`src/rtl/runner_ctrl_if.sv`:
```
// Signal bundle between the runner game-loop sequencer and the blocks it drives.
// The master modport is the sequencer side; the slave modport is the painter, keys and consumers.
interface runner_ctrl_if #(
    parameter int SCORE_W = 17,
    parameter int SPEED_W = 14
);
    logic               painter_finished;
    logic               jumping;
    logic               pause;
    logic               crashed;
    logic [SCORE_W-1:0] score;

    logic [1:0]         state;
    logic               update;
    logic [5:0]         timer;
    logic [SPEED_W-1:0] speed;
    logic               start;
    logic               restart;
    logic               has_obstacles;
    logic               rng_load;
    logic [SCORE_W-1:0] high_score;
    logic               new_high;

    modport master (
        input  painter_finished, jumping, pause, crashed, score,
        output state, update, timer, speed, start, restart,
               has_obstacles, rng_load, high_score, new_high
    );

    modport slave (
        output painter_finished, jumping, pause, crashed, score,
        input  state, update, timer, speed, start, restart,
               has_obstacles, rng_load, high_score, new_high
    );
endinterface

```
`src/rtl/runner_ctrl.sv`:
```
// Game-loop sequencer for the runner game: frame edges become update ticks that drive the
// WAITING/RUNNING/PAUSED/CRASHED machine, the speed ramp, obstacle gating and high-score latch.
module runner_ctrl #(
    parameter int FPS           = 60,
    parameter int SPEED_SCALE   = 1024,
    parameter int SPEED         = 6 * 1024,
    parameter int MAX_SPEED     = 13 * 1024,
    parameter int ACCELERATION  = 1,
    parameter int CLEAR_TIME    = 180,
    parameter int RESTART_DELAY = 45,
    parameter int SCORE_W       = 17
) (
    input  logic          clk,
    input  logic          rst,
    runner_ctrl_if.master bus
);
    localparam int SPEED_W = $clog2(MAX_SPEED + 1);
    localparam int CLEAR_W = $clog2(CLEAR_TIME + 1);
    localparam int CRASH_W = $clog2(RESTART_DELAY + 1);

    localparam logic [1:0] ST_WAITING = 2'd0;
    localparam logic [1:0] ST_RUNNING = 2'd1;
    localparam logic [1:0] ST_PAUSED  = 2'd2;
    localparam logic [1:0] ST_CRASHED = 2'd3;

    localparam logic [SPEED_W-1:0] SPEED_START = SPEED_W'(SPEED);
    localparam logic [SPEED_W:0]   SPEED_CAP   = (SPEED_W + 1)'(MAX_SPEED);
    localparam logic [SPEED_W:0]   SPEED_STEP  = (SPEED_W + 1)'(ACCELERATION);
    localparam logic [CLEAR_W-1:0] CLEAR_MAX   = CLEAR_W'(CLEAR_TIME);
    localparam logic [CRASH_W-1:0] CRASH_MAX   = CRASH_W'(RESTART_DELAY);
    localparam logic [5:0]         TIMER_LAST  = 6'(FPS - 1);

    // The speed ramp and the 6-bit timer only make sense for these ranges.
    if (MAX_SPEED < SPEED || SPEED_SCALE < 1 || FPS < 1 || FPS > 64) begin : g_param_check
        $error("runner_ctrl: inconsistent speed or frame-rate parameters");
    end

    logic [1:0]         state_q,      state_d;
    logic               pf_last_q;
    logic               pause_last_q, pause_last_d;
    logic               update_q,     update_d;
    logic [5:0]         timer_q,      timer_d;
    logic [SPEED_W-1:0] speed_q,      speed_d;
    logic               start_q,      start_d;
    logic               restart_q,    restart_d;
    logic               has_obs_q,    has_obs_d;
    logic [SCORE_W-1:0] high_score_q, high_score_d;
    logic               new_high_q,   new_high_d;
    logic [CLEAR_W-1:0] clear_cnt_q,  clear_cnt_d;
    logic [CRASH_W-1:0] crash_cnt_q,  crash_cnt_d;

    logic               frame_edge;
    logic               sample;
    logic               pause_press;
    logic [SPEED_W:0]   speed_sum;
    logic [SPEED_W-1:0] speed_inc;
    logic [5:0]         timer_inc;

    assign frame_edge  = bus.painter_finished & ~pf_last_q;
    // PAUSED has no update ticks, so the pause key is sampled on raw frame edges there instead.
    assign sample      = (state_q == ST_PAUSED) ? frame_edge : update_q;
    assign pause_press = bus.pause & ~pause_last_q;

    assign speed_sum = {1'b0, speed_q} + SPEED_STEP;
    assign speed_inc = (speed_sum > SPEED_CAP) ? SPEED_CAP[SPEED_W-1:0] : speed_sum[SPEED_W-1:0];
    assign timer_inc = (timer_q == TIMER_LAST) ? 6'd0 : timer_q + 6'd1;

    always_comb begin
        // NOTE: every _d starts from its _q (or its idle value) so no path through the case
        // below can leave a signal unassigned and infer a latch.
        state_d      = state_q;
        pause_last_d = sample ? bus.pause : pause_last_q;
        update_d     = frame_edge && (state_q != ST_PAUSED);
        timer_d      = update_q ? timer_inc : timer_q;
        speed_d      = speed_q;
        start_d      = start_q;
        restart_d    = 1'b0;
        has_obs_d    = has_obs_q;
        high_score_d = high_score_q;
        new_high_d   = 1'b0;
        clear_cnt_d  = clear_cnt_q;
        crash_cnt_d  = crash_cnt_q;

        case (state_q)
            ST_WAITING: begin
                if (update_q && bus.jumping) begin
                    state_d     = ST_RUNNING;
                    speed_d     = SPEED_START;
                    start_d     = 1'b1;
                    clear_cnt_d = '0;
                end
            end

            ST_RUNNING: begin
                // A collision wins over everything, even when it lands between frames.
                if (bus.crashed) begin
                    state_d     = ST_CRASHED;
                    crash_cnt_d = '0;
                    if (bus.score > high_score_q) begin
                        high_score_d = bus.score;
                        new_high_d   = 1'b1;
                    end
                end else if (update_q && pause_press) begin
                    state_d = ST_PAUSED;
                end else if (update_q) begin
                    speed_d = speed_inc;
                    if (clear_cnt_q == CLEAR_MAX) begin
                        has_obs_d = 1'b1;
                    end else begin
                        clear_cnt_d = clear_cnt_q + CLEAR_W'(1);
                    end
                end
            end

            ST_PAUSED: begin
                if (frame_edge && pause_press) begin
                    state_d = ST_RUNNING;
                end
            end

            default: begin
                if (update_q) begin
                    if (bus.jumping && (crash_cnt_q == CRASH_MAX)) begin
                        state_d     = ST_RUNNING;
                        restart_d   = 1'b1;
                        speed_d     = SPEED_START;
                        clear_cnt_d = '0;
                        has_obs_d   = 1'b0;
                    end else if (crash_cnt_q != CRASH_MAX) begin
                        crash_cnt_d = crash_cnt_q + CRASH_W'(1);
                    end
                end
            end
        endcase
    end

    // NOTE: state registers use non-blocking assignments so every flop samples the
    // pre-edge values of the others, independent of statement order.
    always_ff @(posedge clk or negedge rst) begin
        if (!rst) begin
            state_q      <= ST_WAITING;
            pf_last_q    <= 1'b0;
            pause_last_q <= 1'b0;
            update_q     <= 1'b0;
            timer_q      <= '0;
            speed_q      <= '0;
            start_q      <= 1'b0;
            restart_q    <= 1'b0;
            has_obs_q    <= 1'b0;
            high_score_q <= '0;
            new_high_q   <= 1'b0;
            clear_cnt_q  <= '0;
            crash_cnt_q  <= '0;
        end else begin
            state_q      <= state_d;
            pf_last_q    <= bus.painter_finished;
            pause_last_q <= pause_last_d;
            update_q     <= update_d;
            timer_q      <= timer_d;
            speed_q      <= speed_d;
            start_q      <= start_d;
            restart_q    <= restart_d;
            has_obs_q    <= has_obs_d;
            high_score_q <= high_score_d;
            new_high_q   <= new_high_d;
            clear_cnt_q  <= clear_cnt_d;
            crash_cnt_q  <= crash_cnt_d;
        end
    end

    assign bus.state         = state_q;
    assign bus.update        = update_q;
    assign bus.timer         = timer_q;
    assign bus.speed         = speed_q;
    assign bus.start         = start_q;
    assign bus.restart       = restart_q;
    assign bus.has_obstacles = has_obs_q;
    assign bus.rng_load      = (state_q == ST_WAITING);
    assign bus.high_score    = high_score_q;
    assign bus.new_high      = new_high_q;

endmodule
```
`src/flat_wrapper.sv`:
```
// flat-port wrapper written by rule: the top's interface ports become plain ports
module runner_ctrl_flat 
#(
    parameter int FPS           = 60,
    parameter int SPEED_SCALE   = 1024,
    parameter int SPEED         = 6 * 1024,
    parameter int MAX_SPEED     = 13 * 1024,
    parameter int ACCELERATION  = 1,
    parameter int CLEAR_TIME    = 180,
    parameter int RESTART_DELAY = 45,
    parameter int SCORE_W       = 17
)
  (clk, rst, bus_painter_finished, bus_jumping, bus_pause, bus_crashed, bus_score, bus_state, bus_update, bus_timer, bus_speed, bus_start, bus_restart, bus_has_obstacles, bus_rng_load, bus_high_score, bus_new_high);
  runner_ctrl_if #(.SCORE_W(SCORE_W)) bus_i ();
  input  logic clk;
  input  logic rst;
  input wire logic [$bits(bus_i.painter_finished)-1:0] bus_painter_finished;
  input wire logic [$bits(bus_i.jumping)-1:0] bus_jumping;
  input wire logic [$bits(bus_i.pause)-1:0] bus_pause;
  input wire logic [$bits(bus_i.crashed)-1:0] bus_crashed;
  input wire logic [$bits(bus_i.score)-1:0] bus_score;
  output wire logic [$bits(bus_i.state)-1:0] bus_state;
  output wire logic [$bits(bus_i.update)-1:0] bus_update;
  output wire logic [$bits(bus_i.timer)-1:0] bus_timer;
  output wire logic [$bits(bus_i.speed)-1:0] bus_speed;
  output wire logic [$bits(bus_i.start)-1:0] bus_start;
  output wire logic [$bits(bus_i.restart)-1:0] bus_restart;
  output wire logic [$bits(bus_i.has_obstacles)-1:0] bus_has_obstacles;
  output wire logic [$bits(bus_i.rng_load)-1:0] bus_rng_load;
  output wire logic [$bits(bus_i.high_score)-1:0] bus_high_score;
  output wire logic [$bits(bus_i.new_high)-1:0] bus_new_high;
  assign bus_i.painter_finished = bus_painter_finished;
  assign bus_i.jumping = bus_jumping;
  assign bus_i.pause = bus_pause;
  assign bus_i.crashed = bus_crashed;
  assign bus_i.score = bus_score;
  assign bus_state = bus_i.state;
  assign bus_update = bus_i.update;
  assign bus_timer = bus_i.timer;
  assign bus_speed = bus_i.speed;
  assign bus_start = bus_i.start;
  assign bus_restart = bus_i.restart;
  assign bus_has_obstacles = bus_i.has_obstacles;
  assign bus_rng_load = bus_i.rng_load;
  assign bus_high_score = bus_i.high_score;
  assign bus_new_high = bus_i.new_high;
  runner_ctrl #(.FPS(FPS), .SPEED_SCALE(SPEED_SCALE), .SPEED(SPEED), .MAX_SPEED(MAX_SPEED), .ACCELERATION(ACCELERATION), .CLEAR_TIME(CLEAR_TIME), .RESTART_DELAY(RESTART_DELAY), .SCORE_W(SCORE_W)) u_core (.clk(clk), .rst(rst), .bus(bus_i));
endmodule
```
`config.mk`:
```
export PLATFORM = sky130hd
export DESIGN_NAME = runner_ctrl_flat
export DESIGN_NICKNAME = d
export VERILOG_FILES = /design/src/rtl/runner_ctrl_if.sv /design/src/rtl/runner_ctrl.sv /design/src/flat_wrapper.sv
export SDC_FILE = /design/constraint.sdc
export NUM_CORES = 1
export LEC_CHECK = 0
export BUFFER_PORTS_ARGS = -buffer_cell sky130_fd_sc_hd__buf_2
export CORE_ASPECT_RATIO = 0.8
export CORE_UTILIZATION = 31
export CTS_CLUSTER_DIAMETER = 120
export DETAILED_ROUTE_END_ITERATION = 10
export GPL_TIMING_DRIVEN = 0
export PLACE_DENSITY_LB_ADDON = 0.12
export RECOVER_POWER = 25
export SLEW_MARGIN = 20
export SYNTH_ARGS = -nofsm -noshare
export SYNTH_HDL_FRONTEND = slang
export SYNTH_SLANG_ARGS = --single-unit
export TNS_END_PERCENT = 100
```
`constraint.sdc`:
```
create_clock -name clk -period 3.11 [get_ports clk]
set_clock_uncertainty 0.05 [all_clocks]
set_input_delay 0.933 -clock clk [delete_from_list [all_inputs] [get_ports clk]]
set_output_delay 0.933 -clock clk [all_outputs]
set_load 0.02 [all_outputs]
```
# After elaboration in Yosys (flattened, before gate mapping)
# Index checks and enable logic that the tools add are counted.
# Widths: inputs -> output; s select.
# word_totals
reg_bits,60
inputBits,23
out_inout_bits,45
word_cells,107
# classes
add_sub_neg,4
n_lt_le_gt_ge,2
n_eq_ne,17
n_mux,43
bitwise_logic,6
n_reduce_logical,22
# ops
op,n
$mux 14,7
$mux 8,7
$pmux 14 s3,1
$mux 6,5
$pmux 8 s3,1
$gt 17x17->1,1
$add 14x1->15 const B,1
$gt 15x14->1 const B,1
$ne 2x2->1 const B,7
$mux 1,13
$add 6x1->6 const B,2
$eq 6x6->1 const B,2
$mux 2,6
$pmux 6 s2,1
$reduce_and 5->1,2
$add 8x1->8 const B,1
$eq 8x8->1 const B,1
$reduce_and 8->1,1
$reduce_bool 2->1,4
$reduce_bool 4->1,2
$reduce_and 7->1,1
$ne 2x1->1 const B,3
$ne 6x6->1 const B,1
$pmux 2 s3,1
14 further kinds,22

# Longest topological paths before layout
# depth
ltp_word,7
depth_mapped,11

# Least setup slack after synthesis
# Ideal clock, no wire load.
# synth_timing
path_type,input port to flip-flop
from,in bus_score[10]
to,reg u_core.high_score_q[10] (netlist: u_core.bus.high_score[10])
arrival_time_ps,2827
slack_ps,109
cell_stages,10
n_path_buf,1
path_cell_list,ha_1 > a21o_1 > a21o_1 > a21oi_1 > o21a_1 > a211oi_1 > o21ai_0 > inv_2 > buf_1 > mux2_2
# synth_via
elab_chain_len,2
# synth_rtl
item,line_no,text
from (decl),flat_wrapper.sv:21,input wire logic [$bits(bus_i.score)-1:0] bus_score;
$gt 17x17->1,runner_ctrl.sv:99,if (bus.score > high_score_q) begin
$reduce_and 3->1 (no source line),-,
to (signal assigned),runner_ctrl.sv:164,high_score_q <= high_score_d;
to (decl),runner_ctrl.sv:47,"logic [SCORE_W-1:0] high_score_q, high_score_d;"
# Several ways; a longest one is shown, not always the timed one.
# A chain may end at the register's enable or synchronous reset.

# Final worst setup path
# layout_timing
from,reg u_core.speed_q[0] (netlist: u_core.bus.speed[0])
to,reg u_core.speed_q[2] (netlist: u_core.bus.speed[2])
# layout_via
elab_chain_len,7
# layout_rtl
item,line_no,text
from (decl),runner_ctrl.sv:43,"logic [SPEED_W-1:0] speed_q, speed_d;"
from (signal assigned),runner_ctrl.sv:160,speed_q <= speed_d;
$add 14x1->15 (*),runner_ctrl.sv:64,"assign speed_sum = {1'b0, speed_q} + SPEED_STEP;"
$gt 15x14->1,runner_ctrl.sv:65,assign speed_inc = (speed_sum > SPEED_CAP) ? SPEED_CAP[SPEED_W-1:0] : speed_sum[SPEED_W-1:0];
$mux 14 (*),runner_ctrl.sv:65,
$mux 14 (*),runner_ctrl.sv:105,end else if (update_q) begin
$mux 14 (*),runner_ctrl.sv:103,end else if (update_q && pause_press) begin
$mux 14 (*),runner_ctrl.sv:96,if (bus.crashed) begin
$pmux 14 s3 (*),runner_ctrl.sv:84,case (state_q)
# Mark *: on every way between the ends. The rest lies on a longest branch, timed or not. The select of a mux whose other input is x is not followed.

==> results.md <==
* DRC at 2
* Worst R2R Path Depth at 11
* Syn nets at 447
* Clock Power Share at 0.298
* Hold Buf Count CTS at 0
* XOR/XNOR share of the synthesized area at 0.01438
* Final Setup Violations at 0
* DR iter-0 viols at 167
* Compound-gate portion of the synthesized area at 0.1798
* Vias per cell at 5.044
* Hold path depth at 1
* Seq/Total Area, Yosys at 0.4110
* Adder-cell share of the synthesized area at 0.07877
* FILL cells at 1152
* Switching pwr at 1.479 mW
* Failing checks: DRC
* Flops & latches, synth at 60
* Main combinational cell family by area after synthesis: simple AND/OR/NAND/NOR gates
* Largest delay share family, worst path: simple AND/OR/NAND/NOR gates
* R2r endpoint: u_core.bus.speed[2]
* Reg power frac at 0.328
* Hold endpoint: u_core.clear_cnt_q[7]
* RD Place Congestion at 0.8053
* Gr ovfl total at 0
* Clk slew on worst S/H paths at 50 ps
* Antenna violations before repair at 0
* Hold wc startpoint: u_core.clear_cnt_q[7]
* Root buffer cell: clkbuf_16
* # IOs at 68
* TritonCTS Buffers at 9
* Placement Rows at 35
* Routed Antenna Nets at 0
* Synth Flop Type: dfrtp_1
* Syn-to-layout area delta at 25.14%
* Slew @ Worst Pin at 1247 ps
* Core area at 11520 um2
* Normalized max-slew margin at 0.1684
* VDD IR max at 308.5 uV
* MaxCap Viol Count at 0
* DRT Pass-1 Iters at 8
* Clk_lat worst skew at 330 ps
* CTS sink count at 60
* Syn_area_per_cell at 9.111 um2
* Max clock buf depth at 2
* Mapped Area at 3654 um2
* Largest net degree at the start of global routing at 49
* RSZ-0062 raised after global routing: no
* Worst r2r src: u_core.bus.speed[0]
* Combinational cell fraction of total power at 0.374
* Initial Util at 0.3172
* Worst path max stage delay at 450 ps
* Diodes inserted at 0
* FF-to-FF setup slack at 180 ps
* Die Wd at 123.4 um
* Ys Warns at 0
* Leakage at 2.038 nW
* Worst Path Buf+Inv at 3
* Hold Vio Cnt, Final at 0
* Max Slew Vio Count at 0
* Setup TNS at 0 ps
* Die area at 12230 um2
* First-pass GRT wire length at 14590 um
* Distinct cells, synth at 56
* Nets at 528
* Final period utilization at 0.9423
* Vias after detailed routing at 3203
* F_max at 0.3412 GHz
* Fin crit period at 2931 ps
* Area share of and/or/nand/nor cells after synthesis at 0.1986
* Number of global-route vias before repair at 2939
* Startpoint Class: flop
* WL final at 8765 um
* CTS tree: built
* Pint at 2.446 mW
* Critical-path cell with the highest stage delay: dfrtp_1
* Port buffer count at 67
* Share of cells above drive strength 1 at 0.2402
* FFs w/ async S/R, synth at 1.000
* Die Y at 99.10 um
* Most frequent cells in the layout: buf_2, dfrtp_1, nand2_1
* Finished Core Util at 0.3970
* Most common library cell in the layout ignoring fill and taps: buf_2
* WP data arrival at 3110 ps
* Hold crit path type: reg2reg
* H-tree levels at 3
* Multiplexer share of the synthesized area at 0.06986
* WS Path Type: reg2reg
* Gr usage total at 0.1541
* Pwr Density at 858.5 nW/um2
* Outcome: finished, violations left
* DP HPWL at 6377 um
* Gate Count Post-Synth at 401
* CP Cell Sequence: ha_1, and4_1, buf_2, or3_1, or3_1, a32o_1, nor4_4, buf_4, buf_4, o2111ai_1, o311ai_2
* Worst path required time at 3290 ps
* EDFF count, synth at 0
* WL/cell at 13.80 um
* Switching power share of the total at 0.3768
* Worst-path fanout max at 7
* Critical Path End Type: flop
cell families (layout without fill, tap and decap cells):
| logic type | after synthesis | count (layout) |
|---|---|---|
| compound gates | 102 | 102 |
| buf+inv | 44 | 130 |
| simple gates | 143 | 143 |
| mux | 23 | 23 |
| flops | 60 | 60 |
| fa+ha+maj | 23 | 23 |
| xor+xnor | 6 | 6 |
sequential cells by signal, indices dropped and copies added (netlist names):
signal,cells
u_core.bus.high_score,17
u_core.bus.speed,14
u_core.clear_cnt_q,8
u_core.bus.timer,6
u_core.crash_cnt_q,6
u_core.bus.state,2
u_core.bus.has_obstacles,1
u_core.bus.new_high,1
u_core.bus.restart,1
u_core.bus.start,1
u_core.bus.update,1
u_core.pause_last_q,1
u_core.pf_last_q,1
timing repair:
action,4_1_cts,5_1_grt
pin swaps,1,0
endpoints found under the setup margin,20,9
buffers inserted,3,0
gates resized for setup,2,2
area by class of cell:
cell class	count	area, um2	area share
inverter	27	101.3	0.02217
clock inverter	4	95.09	0.02080
sequential	60	1501	0.3284
clock buffer	12	256.5	0.05610
timing repair buffer	71	361.6	0.07909
multi-input combinational	297	2002	0.4379
buffer	16	68.82	0.01505
tap	148	185.2	0.04050
power by group through the flow:
stage                     clock (mW)  combinational [mW]  sequential (mW)
after floorplan                    0               0.795             1.50
after global placement             0                1.45             1.29
after detailed placement           0                1.48             1.30
after CTS                       1.21                1.48             1.29
after global routing            1.24                1.64             1.34
final                           1.17                1.47             1.29
worst reg2reg max path: stages, from the launching register on:
cell and delay, ps:
dfrtp_1 450, ha_1 320, and4_1 230, buf_2 160
or3_1 310, or3_1 310, a32o_1 300, nor4_4 160
buf_4 190, buf_4 130, o2111ai_1 130, o311ai_2 100
stage by stage:
step	setup slack, ps	cells	area, um2	power (mW)	hold slack (ps)
2_1_floorplan	108.6	401	3654	2.298	395.1
3_3_place_gp	-358.9	616	4174	2.746	404.4
3_5_place_dp	-398.9	617	4204	2.778	424.3
4_1_cts	49.78	635	4584	3.985	408.0
5_1_grt	12.69	635	4572	4.219	438.6
6_report	179.3	635	4572	3.925	430.5
worst max-delay path by stage:
stage,to,from,depth (start not counted),slack (ps)
after floorplan,u_core.bus.high_score[10],bus_score[10],10,110
after detailed placement,u_core.bus.high_score[10],bus_score[10],11,-400
after CTS,u_core.bus.speed[7],u_core.bus.speed[0],8,50
final,u_core.bus.speed[2],u_core.bus.speed[0],11,180
after global routing,u_core.bus.speed[2],u_core.bus.speed[0],11,10
after global placement,u_core.bus.high_score[15],bus_score[10],11,-360
per-layer routing:
| metal | GRT usage | wire, um | up-vias |
|---|---|---|---|
| met2 | 0.2407 | 4024 | 73 |
| met5 | 0 | 0 | - |
| met3 | 0.04472 | 348 | 5 |
| li1 | - | - | 1623 |
| met4 | 0.05190 | 68 | 0 |
| met1 | 0.2032 | 4323 | 1502 |
Yosys cell counts, drive strengths merged, types with 3 or more instances:
master	count	area [um2]
nor2	23	88.84
o31ai	6	45.04
nand2b	4	25.02
o21ai	36	180.2
ha	23	287.8
clkbuf	13	48.80
nor3	8	40.04
buf	4	23.77
and3	4	25.02
a21o	7	52.55
dfrtp	60	1501
nor4	7	58.81
mux2i	3	30.03
or2	3	18.77
or3	8	50.05
o21a	4	30.03
nand4	10	62.56
nand2	47	176.4
a31oi	6	37.54
inv	27	101.3
nand3	12	60.06
mux2	20	225.2
o211ai	8	60.06
a21oi	17	85.08
nor2b	8	50.05
xor2	5	43.79
Note: power is estimated with default switching activity, not from simulation.
